[src/rtl/i2c_ioexp_target.sv]
// I2C target emulating a 16-bit I/O expander: pointer byte plus auto-incrementing data bytes.
// Registers 0/1 read the input pins. Registers 2/3 read and write the output register.
module i2c_ioexp_target #(
    parameter logic [6:0]  ADDR      = 7'h20,
    parameter logic [15:0] OUT_RESET = 16'hFFFF
) (
    input  logic        clk,
    input  logic        reset,
    input  logic        sclk,
    input  logic        sdata,
    output logic        sdata_oe_n,
    input  logic [15:0] in,
    output logic [15:0] out,
    output logic        out_strobe,
    output logic        busy
);

    typedef enum logic [3:0] {
        StIdle, StAddr, StAddrAck, StPtr, StWdata, StWack, StRdata, StRack, StWaitStop
    } state_e;

    state_e      state_q, state_d;
    logic [1:0]  scl_sync_q, sda_sync_q;
    logic        scl_prev_q, sda_prev_q;
    logic [3:0]  bitcnt_q, bitcnt_d;
    logic [7:0]  shreg_q, shreg_d;
    logic [1:0]  ptr_q, ptr_d;
    logic        rw_q, rw_d;
    logic        oe_n_q, oe_n_d;
    logic [15:0] out_q, out_d;
    logic        strobe_q, strobe_d;

    logic scl_s, sda_s, scl_rise, scl_fall, start_det, stop_det;
    logic [7:0] rd_byte, wr_byte;

    assign scl_s     = scl_sync_q[1];
    assign sda_s     = sda_sync_q[1];
    assign scl_rise  = scl_s & ~scl_prev_q;
    assign scl_fall  = ~scl_s & scl_prev_q;
    assign start_det = scl_s & scl_prev_q & sda_prev_q & ~sda_s;
    assign stop_det  = scl_s & scl_prev_q & ~sda_prev_q & sda_s;
    assign wr_byte   = {shreg_q[6:0], sda_s};

    always_comb begin
        case (ptr_q)
            2'd0:    rd_byte = in[7:0];
            2'd1:    rd_byte = in[15:8];
            2'd2:    rd_byte = out_q[7:0];
            default: rd_byte = out_q[15:8];
        endcase
    end

    always_comb begin
        state_d  = state_q;
        bitcnt_d = bitcnt_q;
        shreg_d  = shreg_q;
        ptr_d    = ptr_q;
        rw_d     = rw_q;
        oe_n_d   = oe_n_q;
        out_d    = out_q;
        strobe_d = 1'b0;
        // Bus conditions win over any bit activity in the same cycle.
        if (start_det) begin
            state_d  = StAddr;
            bitcnt_d = 4'd0;
            oe_n_d   = 1'b1;
        end else if (stop_det) begin
            state_d = StIdle;
            oe_n_d  = 1'b1;
        end else begin
            case (state_q)
                StAddr, StPtr: begin
                    if (scl_rise) begin
                        shreg_d  = wr_byte;
                        bitcnt_d = bitcnt_q + 4'd1;
                    end else if (scl_fall && bitcnt_q == 4'd8) begin
                        if (state_q == StAddr && shreg_q[7:1] == ADDR) begin
                            rw_d    = shreg_q[0];
                            oe_n_d  = 1'b0;
                            state_d = StAddrAck;
                        end else if (state_q == StPtr && shreg_q[7:2] == 6'd0) begin
                            ptr_d   = shreg_q[1:0];
                            oe_n_d  = 1'b0;
                            state_d = StWack;
                        end else begin
                            state_d = StWaitStop;
                        end
                    end
                end
                StAddrAck: begin
                    if (scl_fall) begin
                        bitcnt_d = 4'd0;
                        if (rw_q) begin
                            shreg_d = rd_byte;
                            oe_n_d  = rd_byte[7];
                            state_d = StRdata;
                        end else begin
                            oe_n_d  = 1'b1;
                            state_d = StPtr;
                        end
                    end
                end
                StWdata: begin
                    if (scl_rise) begin
                        shreg_d  = wr_byte;
                        bitcnt_d = bitcnt_q + 4'd1;
                        if (bitcnt_q == 4'd7) begin
                            if (ptr_q[1]) begin
                                strobe_d = 1'b1;
                                if (ptr_q[0]) out_d[15:8] = wr_byte;
                                else          out_d[7:0]  = wr_byte;
                            end
                            ptr_d[0] = ~ptr_q[0];
                        end
                    end else if (scl_fall && bitcnt_q == 4'd8) begin
                        oe_n_d  = 1'b0;
                        state_d = StWack;
                    end
                end
                StWack: begin
                    if (scl_fall) begin
                        oe_n_d   = 1'b1;
                        bitcnt_d = 4'd0;
                        state_d  = StWdata;
                    end
                end
                StRdata: begin
                    if (scl_rise) begin
                        shreg_d  = {shreg_q[6:0], 1'b0};
                        bitcnt_d = bitcnt_q + 4'd1;
                    end else if (scl_fall) begin
                        if (bitcnt_q == 4'd8) begin
                            oe_n_d   = 1'b1;
                            bitcnt_d = 4'd0;
                            ptr_d[0] = ~ptr_q[0];
                            state_d  = StRack;
                        end else begin
                            oe_n_d = shreg_q[7];
                        end
                    end
                end
                StRack: begin
                    // bitcnt marks that the controller ACKed on the rising edge.
                    if (scl_rise) begin
                        if (sda_s) state_d  = StWaitStop;
                        else       bitcnt_d = 4'd1;
                    end else if (scl_fall && bitcnt_q == 4'd1) begin
                        shreg_d  = rd_byte;
                        oe_n_d   = rd_byte[7];
                        bitcnt_d = 4'd0;
                        state_d  = StRdata;
                    end
                end
                default: ;
            endcase
        end
    end

    always_ff @(posedge clk or negedge reset) begin
        if (!reset) begin
            scl_sync_q <= 2'b11;
            sda_sync_q <= 2'b11;
            scl_prev_q <= 1'b1;
            sda_prev_q <= 1'b1;
            state_q    <= StIdle;
            bitcnt_q   <= 4'd0;
            shreg_q    <= 8'd0;
            ptr_q      <= 2'd0;
            rw_q       <= 1'b0;
            oe_n_q     <= 1'b1;
            out_q      <= OUT_RESET;
            strobe_q   <= 1'b0;
        end else begin
            scl_sync_q <= {scl_sync_q[0], sclk};
            sda_sync_q <= {sda_sync_q[0], sdata};
            scl_prev_q <= scl_s;
            sda_prev_q <= sda_s;
            state_q    <= state_d;
            bitcnt_q   <= bitcnt_d;
            shreg_q    <= shreg_d;
            ptr_q      <= ptr_d;
            rw_q       <= rw_d;
            oe_n_q     <= oe_n_d;
            out_q      <= out_d;
            strobe_q   <= strobe_d;
        end
    end

    assign sdata_oe_n = oe_n_q;
    assign out        = out_q;
    assign out_strobe = strobe_q;
    assign busy       = (state_q != StIdle);

endmodule

[config.mk]
export PLATFORM = sky130hd
export DESIGN_NAME = i2c_ioexp_target
export DESIGN_NICKNAME = d
export VERILOG_FILES = /design/src/rtl/i2c_ioexp_target.sv
export SDC_FILE = /design/constraint.sdc
export NUM_CORES = 1
export LEC_CHECK = 0
export CORE_MARGIN = 2
export CORE_UTILIZATION = 30
export DETAILED_ROUTE_END_ITERATION = 16
export SYNTH_ARGS = -nofsm -noshare
export SYNTH_HDL_FRONTEND = slang
export SYNTH_SLANG_ARGS = --single-unit
[constraint.sdc]
create_clock -name clk -period 2.29 [get_ports clk]
set_clock_uncertainty 0.2 [all_clocks]
set_input_delay 0.5725 -clock clk [delete_from_list [all_inputs] [get_ports clk]]
set_output_delay 0.5725 -clock clk [all_outputs]
set_load 0.02 [all_outputs]
* Yosys cells after proc, flatten, opt, wreduce, memory -nomap -nowiden *
Index checks and enable logic that the tools add are counted.

word-level totals
  register bits after elaboration = 43
  input bits = 20
  output and inout port bits = 19
  logic and storage cells = 173

operators by class
  $add $sub $neg = 1
  equal/unequal tests = 49
  multiplexer cells = 70
  bitwise logic cells = 16
  reduce and logical (&&, ||, !) cells = 23

operator list
  operator                                              number
  2-to-1 mux 4 bit                                      26
  != test 4 bit (second input constant)                 15
  2-to-1 mux 8 bit                                      6
  AND reduction 12 bit                                  3
  case mux 8 bit (4 select lines)                       1
  2-to-1 mux 1 bit                                      31
  != test 2 bit (second input constant)                 15
  case mux 4 bit (6 select lines)                       1
  case mux 8 bit (3 select lines)                       1
  AND reduction 7 bit                                   3
  equality test 4 x 3 -> 1 bit (second input constant)  5
  case mux 4 bit (4 select lines)                       1
  != test 5 bit (second input constant)                 3
  NOT 1 bit                                             9
  AND reduction 9 bit                                   1
  equality test 4 x 1 -> 1 bit (second input constant)  2
  equality test 4 x 2 -> 1 bit (second input constant)  2
  AND reduction 8 bit                                   1
  nonzero test 4 bit                                    2
  nonzero test 8 bit                                    1
  bitwise AND 1 bit                                     7
  equality test 7 x 6 -> 1 bit (second input constant)  1
  logical NOT 6 bit                                     1
  != test 3 x 1 -> 1 bit (second input constant)        2
  15 further kinds                                      19

* Depth between registers and ports, before layout *
Gate-level depths: netlist (run 1).

  depth in word-level cells = 9
  depth in mapped cells = 9

* Worst setup path after synthesis (run 1) *
Ideal clock, no wire load.

  path type = reg-to-reg
  from = register scl_prev_q
  to = register ptr_q[0]
  library setup time = 0.126 ns
  arrival time = 2.106 ns
  data required time = 1.964 ns
  path slack = -0.142 ns
  cell stages (with the launch flop) = 9
  buffers on the path = 1
  cells stage by stage = dfstp_2 inv_1 ha_1 clkbuf_1 or2b_1 a32o_1 or4b_1 o21ai_1 o31ai_1

on the way
  word-level cells in the longest chain between the ends = 5
  elaborated cells on any way between the ends = 17
  classes of those cells = 5 x eq/ne; 10 x bitwise; 2 x reduce/logical

RTL lines
  item                                                      RTL line  source
  from (decl)                                               24        logic scl_prev_q, sda_prev_q;
  from (signal assigned)                                    176       scl_prev_q <= scl_s;
  bitwise AND 1 bit                                         40, 41
  bitwise AND 1 bit, on equally long branches (2 in a row)  41, 40
  NOT 1 bit (no source line)                                -
  AND reduction 12 bit (no source line) (*)                 -
  to (signal assigned)                                      181       ptr_q <= ptr_d;
  to (decl)                                                 27        logic [1:0] ptr_q, ptr_d;

Every way passes the cells marked *; elsewhere a longest branch is shown, timed or not.
A chain may end at the register's enable or synchronous reset.

* Worst setup path after layout (run 1) *
Ends and elaborated chain as after synthesis.

==> run metrics, run 1 <==
data required time of the critical path between 2000 and 2500 ps; GP Congestion between 0.9 and 1; CORE AREA 0.008763 mm²; Wirelength per Cell roughly 17 µm; Area growth syn-to-layout 47.73%; n_diodes 0; Port Buffers 38; VDD IR-drop max 365.0 µV; Period Utilization, post-route 1.032; Initial Util 0.3120; total gr overflow 0; status complete, but fails checks; CTS buffer count 5; Syn Nets 281; largest net degree at the start of global routing 26; Slew Limit Fails 0; syn avg cell area 10.72 µm²; worst slew pin tran ~450 ps; reg2reg path depth 7; FP Rows 34; FMAX 0.4233 GHz; final WL 7.935 mm; worst-skew pair later-pin latency 310 ps; number of global-route vias before repair around 2.5k; Slowest-stage cell, CP dfstp_2; sequential fraction of the synthesis area 0.4041; Lkg Pwr between 1.5 and 2 nW; total track usage 0.1632; Max clock buf depth 2; Post-synth top flop dfstp_2; full die area 0.009892 mm²; min Tclk post-route approximately 2400 ps; Largest delay share family, worst path simple AND/OR/NAND/NOR gates; Setup WS post-layout -72.66 ps; finished layout cell area between 0.004 and 0.005 mm²; drt via density about 5.2; layout cell share with drive strength beyond 1 0.4582; clock-pin slew on the worst setup and hold paths ~90 ps; critical path buffer and inverter count 0; boundary pin count 39; non-filler instance count after layout around 460; CTS tree done; M3 GR Usage 0.02811; Post-Synthesis Cells 255; Max FO, Critical Path 7; first-pass GRT wire length 12.72 mm; sink count of the clock tree 43; Setup Viol. Count Final 5; CTS Root Cell clkbuf_8; Arrival @ worst endpoint 2340 ps; final net count 372; r2r startpoint scl_prev_q$_DFF_PN1_; mapped cell area 0.002734 mm²; GRT busiest layer met2; Synth Register Bits 43; placed insts between 400 and 500; Die Y 99.46 µm; Crit. End Element flip-flop; DR iter-0 viols 139; CP peak stage delay around 580 ps; H-tree levels 2; worst path cell trace ha_4 -> nand4b_1 -> a32oi_1 -> nor2_2 -> or4b_4 -> o21ai_2 -> o31ai_2; drt pass-1 iters 4; CP Depth 7; setup_tns -252.2 ps; Async SR Flop Fraction 1.000; # fillers 829; via count 2,374; DRT antenna net count 0; Worst slew margin 0.6958; Final HPWL DP 5.718 mm; Setup Crit Path Kind flip-flop to flip-flop; worst hold path class primary input to asynchronous set/reset pin; Critical path origin scl_prev_q$_DFF_PN1_; setup repair after global routing missed its margin true; Hold Violations, Final 0; post-place instance area 0.003565 mm²; dpl ws -173.5 ps; worst hold slack between 1.5 and 2 ps; drt drc 0; failing checks setup timing; Post-synth EDFFs 0; max_cap viols 0; Ys Warns 0; met1 Usage GRT 0.2050; Die Width about 99 µm; nature of the critical path startpoint flip-flop; PwrDens 835.9 mW/mm²; met2 GRT Util 0.2916; initial antenna violation count 0; Cell variety after synth 64
-- logic make-up after synthesis --
kind of cell,share of synthesized area
XOR/XNOR,0.003204
AND/OR/NAND/NOR,0.1863
flip-flops,0.4041
multiplexers,0.1735
AO/OA/AOI/OAI,0.1625
buffers and inverters,0.04302
adder cells (fa/ha/maj),0.02746
-- cell usage after synthesis, drive strengths merged (2+ instances only) --
cell type,number,area share
o211a,2,0.0073
o21a,2,0.0055
inv,5,0.0069
a31oi,3,0.0069
clkbuf,6,0.012
nand3,6,0.011
and2,3,0.0069
nor3,6,0.015
nor2b,7,0.016
and2b,2,0.0055
mux4,8,0.066
nor2,18,0.025
a22oi,2,0.0055
nand3b,3,0.0082
a21boi,2,0.0055
mux2,19,0.078
buf,7,0.023
o21ai,13,0.024
dfrtp,20,0.18
nand2b,9,0.021
or4,2,0.0069
and3,4,0.0092
ha,6,0.027
a32o,2,0.0073
o31ai,3,0.0082
a211o,2,0.0064
nand2,15,0.021
a21oi,20,0.038
mux2i,8,0.029
dfstp,23,0.22
-- power breakdown --
part           internal, mW  switching, mW
sequential            0.920          0.210
combinational         0.769          0.741
clock                 0.443          0.293
-- final timing paths --
check | to | slack, ps
setup / recovery | ptr_q[0]$_DFFE_PN0P_ | -70
hold / removal | shreg_q[5]$_DFFE_PN0P_ | 2
setup reg to reg | ptr_q[0]$_DFFE_PN0P_ | -70
hold reg to reg | sda_sync_q[1]$_DFF_PN1_ | 160
max in group asynchronous | scl_prev_q$_DFF_PN1_ | 1310
min in group clk | sda_sync_q[1]$_DFF_PN1_ | 160
-- state kept, by name, indices dropped and copies added, names as in the netlist --
signal / cells
out: 16
sda_sync_q: 2
state_q: 4
sdata_oe_n: 1
rw_q: 1
scl_prev_q: 1
out_strobe: 1
sda_prev_q: 1
bitcnt_q: 4
ptr_q: 2
scl_sync_q: 2
shreg_q: 8
-- what timing repair did --
action / CTS / global route
pin swaps: 11 / 15
setup endpoints to repair: 26 / 35
cloned: 0 / 1
hold buffers: 0 / 0
setup buffers: 6 / 5
gates resized for setup: 25 / 34
-- cell type report --
cell class	count	area [µm²]	share of cell area
clock buffer	5	68.82	0.01704
clock inverter	3	71.32	0.01766
inverter	6	22.52	0.005576
multi-input combinational	193	1725	0.4272
sequential	43	1107	0.2742
tap	108	135.1	0.03346
timing repair buffer	97	908.4	0.2249
-- cell usage in the layout, fill, tap and decap left out, types with 3 or more instances in the layout --
cell / synthesis / routed
buf_4: 1 / 49
clkdlybuf4s50_1: 0 / 36
dfstp_2: 23 / 23
dfrtp_1: 20 / 18
nor2_1: 18 / 17
a21oi_1: 19 / 15
nand2_1: 15 / 13
mux2_2: 19 / 11
o21ai_0: 12 / 8
mux2i_1: 8 / 8
mux4_2: 8 / 8
mux2_4: 0 / 8
nand2b_1: 9 / 7
nand3_1: 6 / 6
a21oi_2: 1 / 5
clkbuf_8: 1 / 5
buf_12: 0 / 5
and3_1: 4 / 4
buf_6: 4 / 4
inv_1: 5 / 3
nor2b_1: 7 / 3
and2_1: 3 / 3
nor3_2: 0 / 3
nand3b_1: 3 / 3
a31oi_1: 3 / 3
o21ai_2: 0 / 3
ha_1: 6 / 3
ha_4: 0 / 3
-- through the flow --
step / util / total power, mW
after floorplan: - / 1.989
after global routing: 0.4609 / 3.603
after CTS: 0.4395 / 3.296
after detailed placement: 0.4068 / 2.498
final: 0.4609 / 3.376
after global placement: 0.4068 / 2.492
-- per-layer routing --
metal | vias up | share of wire
met2 | 66 | 0.51
met4 | 0 | 0.013
li1 | 1133 | -
met1 | 1166 | 0.42
met5 | - | 0
met3 | 9 | 0.049
Power figures use the tool's default switching activity.
==> run 2: changes to the inputs <==
--- a/config.mk
+++ b/config.mk
@@ -5,6 +5,7 @@
 export SDC_FILE = /design/constraint.sdc
 export NUM_CORES = 1
 export LEC_CHECK = 0
+export CAP_MARGIN = 15
 export CORE_MARGIN = 2
 export CORE_UTILIZATION = 30
 export DETAILED_ROUTE_END_ITERATION = 16
==> results of run 2 <==
No change in the layout: final DEF, timing and power equal those of run 1.
==> run 3: changes to the inputs <==
--- a/config.mk
+++ b/config.mk
@@ -9,6 +9,8 @@
 export CORE_MARGIN = 2
 export CORE_UTILIZATION = 30
 export DETAILED_ROUTE_END_ITERATION = 16
+export GPL_ROUTABILITY_DRIVEN = 0
+export SLEW_MARGIN = 25
 export SYNTH_ARGS = -nofsm -noshare
 export SYNTH_HDL_FRONTEND = slang
 export SYNTH_SLANG_ARGS = --single-unit
==> constraint.sdc (replaced) <==
create_clock -name clk -period 2.29 [get_ports clk]
set_clock_uncertainty 0.2 [all_clocks]
set_input_delay 0.5725 -clock clk [delete_from_list [all_inputs] [get_ports clk]]
set_output_delay 0.5725 -clock clk [all_outputs]
set_load 0.05 [all_outputs]
==> run 3 against run 2 <==
Compared with the run above:
- the flow still finishes with violations (setup timing)
- cell count fell by 1.8%
- core utilization fell by 1.6 points
- global-route usage fell by 0.84 points
- non-clock buffer count fell by 8
- via count barely moved
- critical path depth did not move
- sequential power barely moved
- sequential share of layout area rose by 1.1 points
- critical endpoint unchanged
- largest power group unchanged
- highest routed layer unchanged
==> run metrics, run 3 (synthesis gave the netlist of run 1 again) <==
status complete, but fails checks (unchanged); failing checks setup timing (unchanged); placed insts 430 (was 435); most common library cell in the layout ignoring fill and taps buf_4 (unchanged); DRT antenna net count 0 (unchanged); Worst slew margin 0.7307 (was 0.6958); CTS buffer count 5 (unchanged); full die area 0.009892 mm² (unchanged); Max FO, Critical Path 7 (unchanged); worst hold path class primary input to asynchronous set/reset pin (unchanged); max_cap viols 0 (unchanged); CTS tree done (unchanged); Max clock buf depth 2 (unchanged); setup repair after global routing missed its margin true (unchanged); # fillers 831 (was 829); Area growth syn-to-layout 42.56% (was 47.73%); Setup Viol. Count Final 11 (was 5); layout cell share with drive strength beyond 1 0.5280 (was 0.4582); FP Rows 34 (unchanged); Wirelength per Cell 16.84 µm (was 17.44 µm); FMAX 0.4211 GHz (was 0.4233 GHz); clock-pin slew on the worst setup and hold paths 100 ps (was 90 ps); commonest cells after routing, fill and taps aside 63 x buf_4, 23 x dfstp_2, 19 x mux2_2 (was 49 x buf_4, 36 x clkdlybuf4s50_1, 23 x dfstp_2); max reg flops 16 (unchanged); n_diodes 0 (unchanged); nature of the critical path startpoint flip-flop (unchanged); initial antenna violation count 0 (unchanged); worst slew pin tran 403.1 ps (was 452.4 ps); via count 2,376 (was 2,374); min Tclk post-route 2375 ps (was 2363 ps); Multi-input gate area 0.001728 mm² (was 0.001725 mm²); CTS Root Cell clkbuf_8 (unchanged); worst hold slack 27.06 ps (was 1.566 ps); final WL 7.528 mm (was 7.935 mm); Crit. End Element flip-flop (unchanged); largest net degree at the start of global routing 44 (was 26); dpl ws -218.3 ps (was -173.5 ps); Initial Util 0.3120 (unchanged); number of global-route vias before repair 2,424 (was 2,459); Setup Crit Path Kind flip-flop to flip-flop (unchanged); Finished Core Util 0.4447 (was 0.4609); setup_tns -458.8 ps (was -252.2 ps); finished layout cell area 0.003897 mm² (was 0.004039 mm²); PwrDens 885.3 mW/mm² (was 835.9 mW/mm²); worst-skew pair later-pin latency 310 ps (about the same); sink count of the clock tree 43 (unchanged); Period Utilization, post-route 1.037 (was 1.032); drt pass-1 iters 4 (unchanged); drt drc 0 (unchanged); final net count 364 (was 372); Lkg Pwr 1.565 nW (was 1.614 nW); Hold Violations, Final 0 (unchanged); non-filler instance count after layout 447 (was 455); Setup WS post-layout -84.95 ps (was -72.66 ps); Arrival @ worst endpoint 2370 ps (was 2340 ps); Critical path origin scl_prev_q$_DFF_PN1_ (unchanged); drt via density 5.315 (was 5.218); Final HPWL DP 5.335 mm (was 5.718 mm); Port Buffers 38 (unchanged); DR iter-0 viols 99 (was 139); boundary pin count 39 (unchanged); post-place instance area 0.003467 mm² (was 0.003565 mm²); Tot Pwr 3.451 mW (was 3.376 mW); r2r startpoint scl_prev_q$_DFF_PN1_ (unchanged); data required time of the critical path 2280 ps (was 2270 ps); first-pass GRT wire length 12.16 mm (was 12.72 mm); CORE AREA 0.008763 mm² (unchanged); VDD IR-drop max 397.4 µV (was 365.0 µV); H-tree levels 2 (unchanged); Slew Limit Fails 0 (unchanged); total gr overflow 0 (unchanged); register area 0.001110 mm² (was 0.001107 mm²); total track usage 0.1548 (was 0.1632); Die Width 99.46 µm (unchanged); Die Y 99.46 µm (unchanged)
[run 3: cell count changes in the layout (fill, tap and decap cells not counted), moves of 5 or more]
cell / previous run / this run
mux2_2: 11 / 19
a21oi_2: 5 / 10
clkdlybuf4s50_1: 36 / 18
mux2_4: 8 / 0
buf_4: 49 / 63
a21oi_1: 15 / 10
nor2_4: 0 / 8
nor2_1: 17 / 10
[run 3: what timing repair did]
action,in CTS,in global routing
hold buffers,0,0
gates cloned,0,1
setup endpoints to repair,11,28
buffers inserted,7,3
resized for setup,21,38
endpoints found under the hold margin,0,0
pin swaps,4,10
[run 3: per-layer routing]
layer | global-route usage | vias to the layer above | routed length [µm] | share of wire
met5 | 0 | - | 0 | 0
met4 | 0.05058 | 0 | 140 | 0.019
met3 | 0.02881 | 14 | 380 | 0.050
met2 | 0.2614 | 63 | 3723 | 0.49
met1 | 0.2004 | 1178 | 3283 | 0.44
li1 | - | 1121 | - | -
[run 3: area by class of cell]
type                       instances  share of cell area
timing repair buffer              89              0.2003
clock buffer                       6             0.02119
tap                              108             0.03467
clock inverter                     2            0.009952
inverter                           6            0.005778
multi-input combinational        193              0.4433
sequential                        43              0.2847
[run 3: worst paths after layout]
path	to	slack, ps	depth (start not counted)
setup / recovery	ptr_q[0]$_DFFE_PN0P_	-80	7
hold / removal	shreg_q[5]$_DFFE_PN0P_	30	2
setup reg to reg	ptr_q[0]$_DFFE_PN0P_	-80	7
hold reg to reg	sda_sync_q[1]$_DFF_PN1_	160	0
max in group asynchronous	sda_sync_q[0]$_DFF_PN1_	1590	2
min in group clk	sda_sync_q[1]$_DFF_PN1_	160	0
[run 3: worst max-delay path, cell delays in order (launching register included)]
cell and delay, ps:
dfstp_2 580, ha_4 180, nand4b_1 210, a32oi_1 220
nor2_1 100, or4b_4 540, o21ai_2 150, o31ai_2 80
[run 3: power breakdown]
part	internal [mW]	switching [mW]	leakage [nW]
logic	0.819	0.795	1.04
clock network	0.360	0.312	0.0618
registers	0.921	0.243	0.466
total	2.10	1.35	1.57
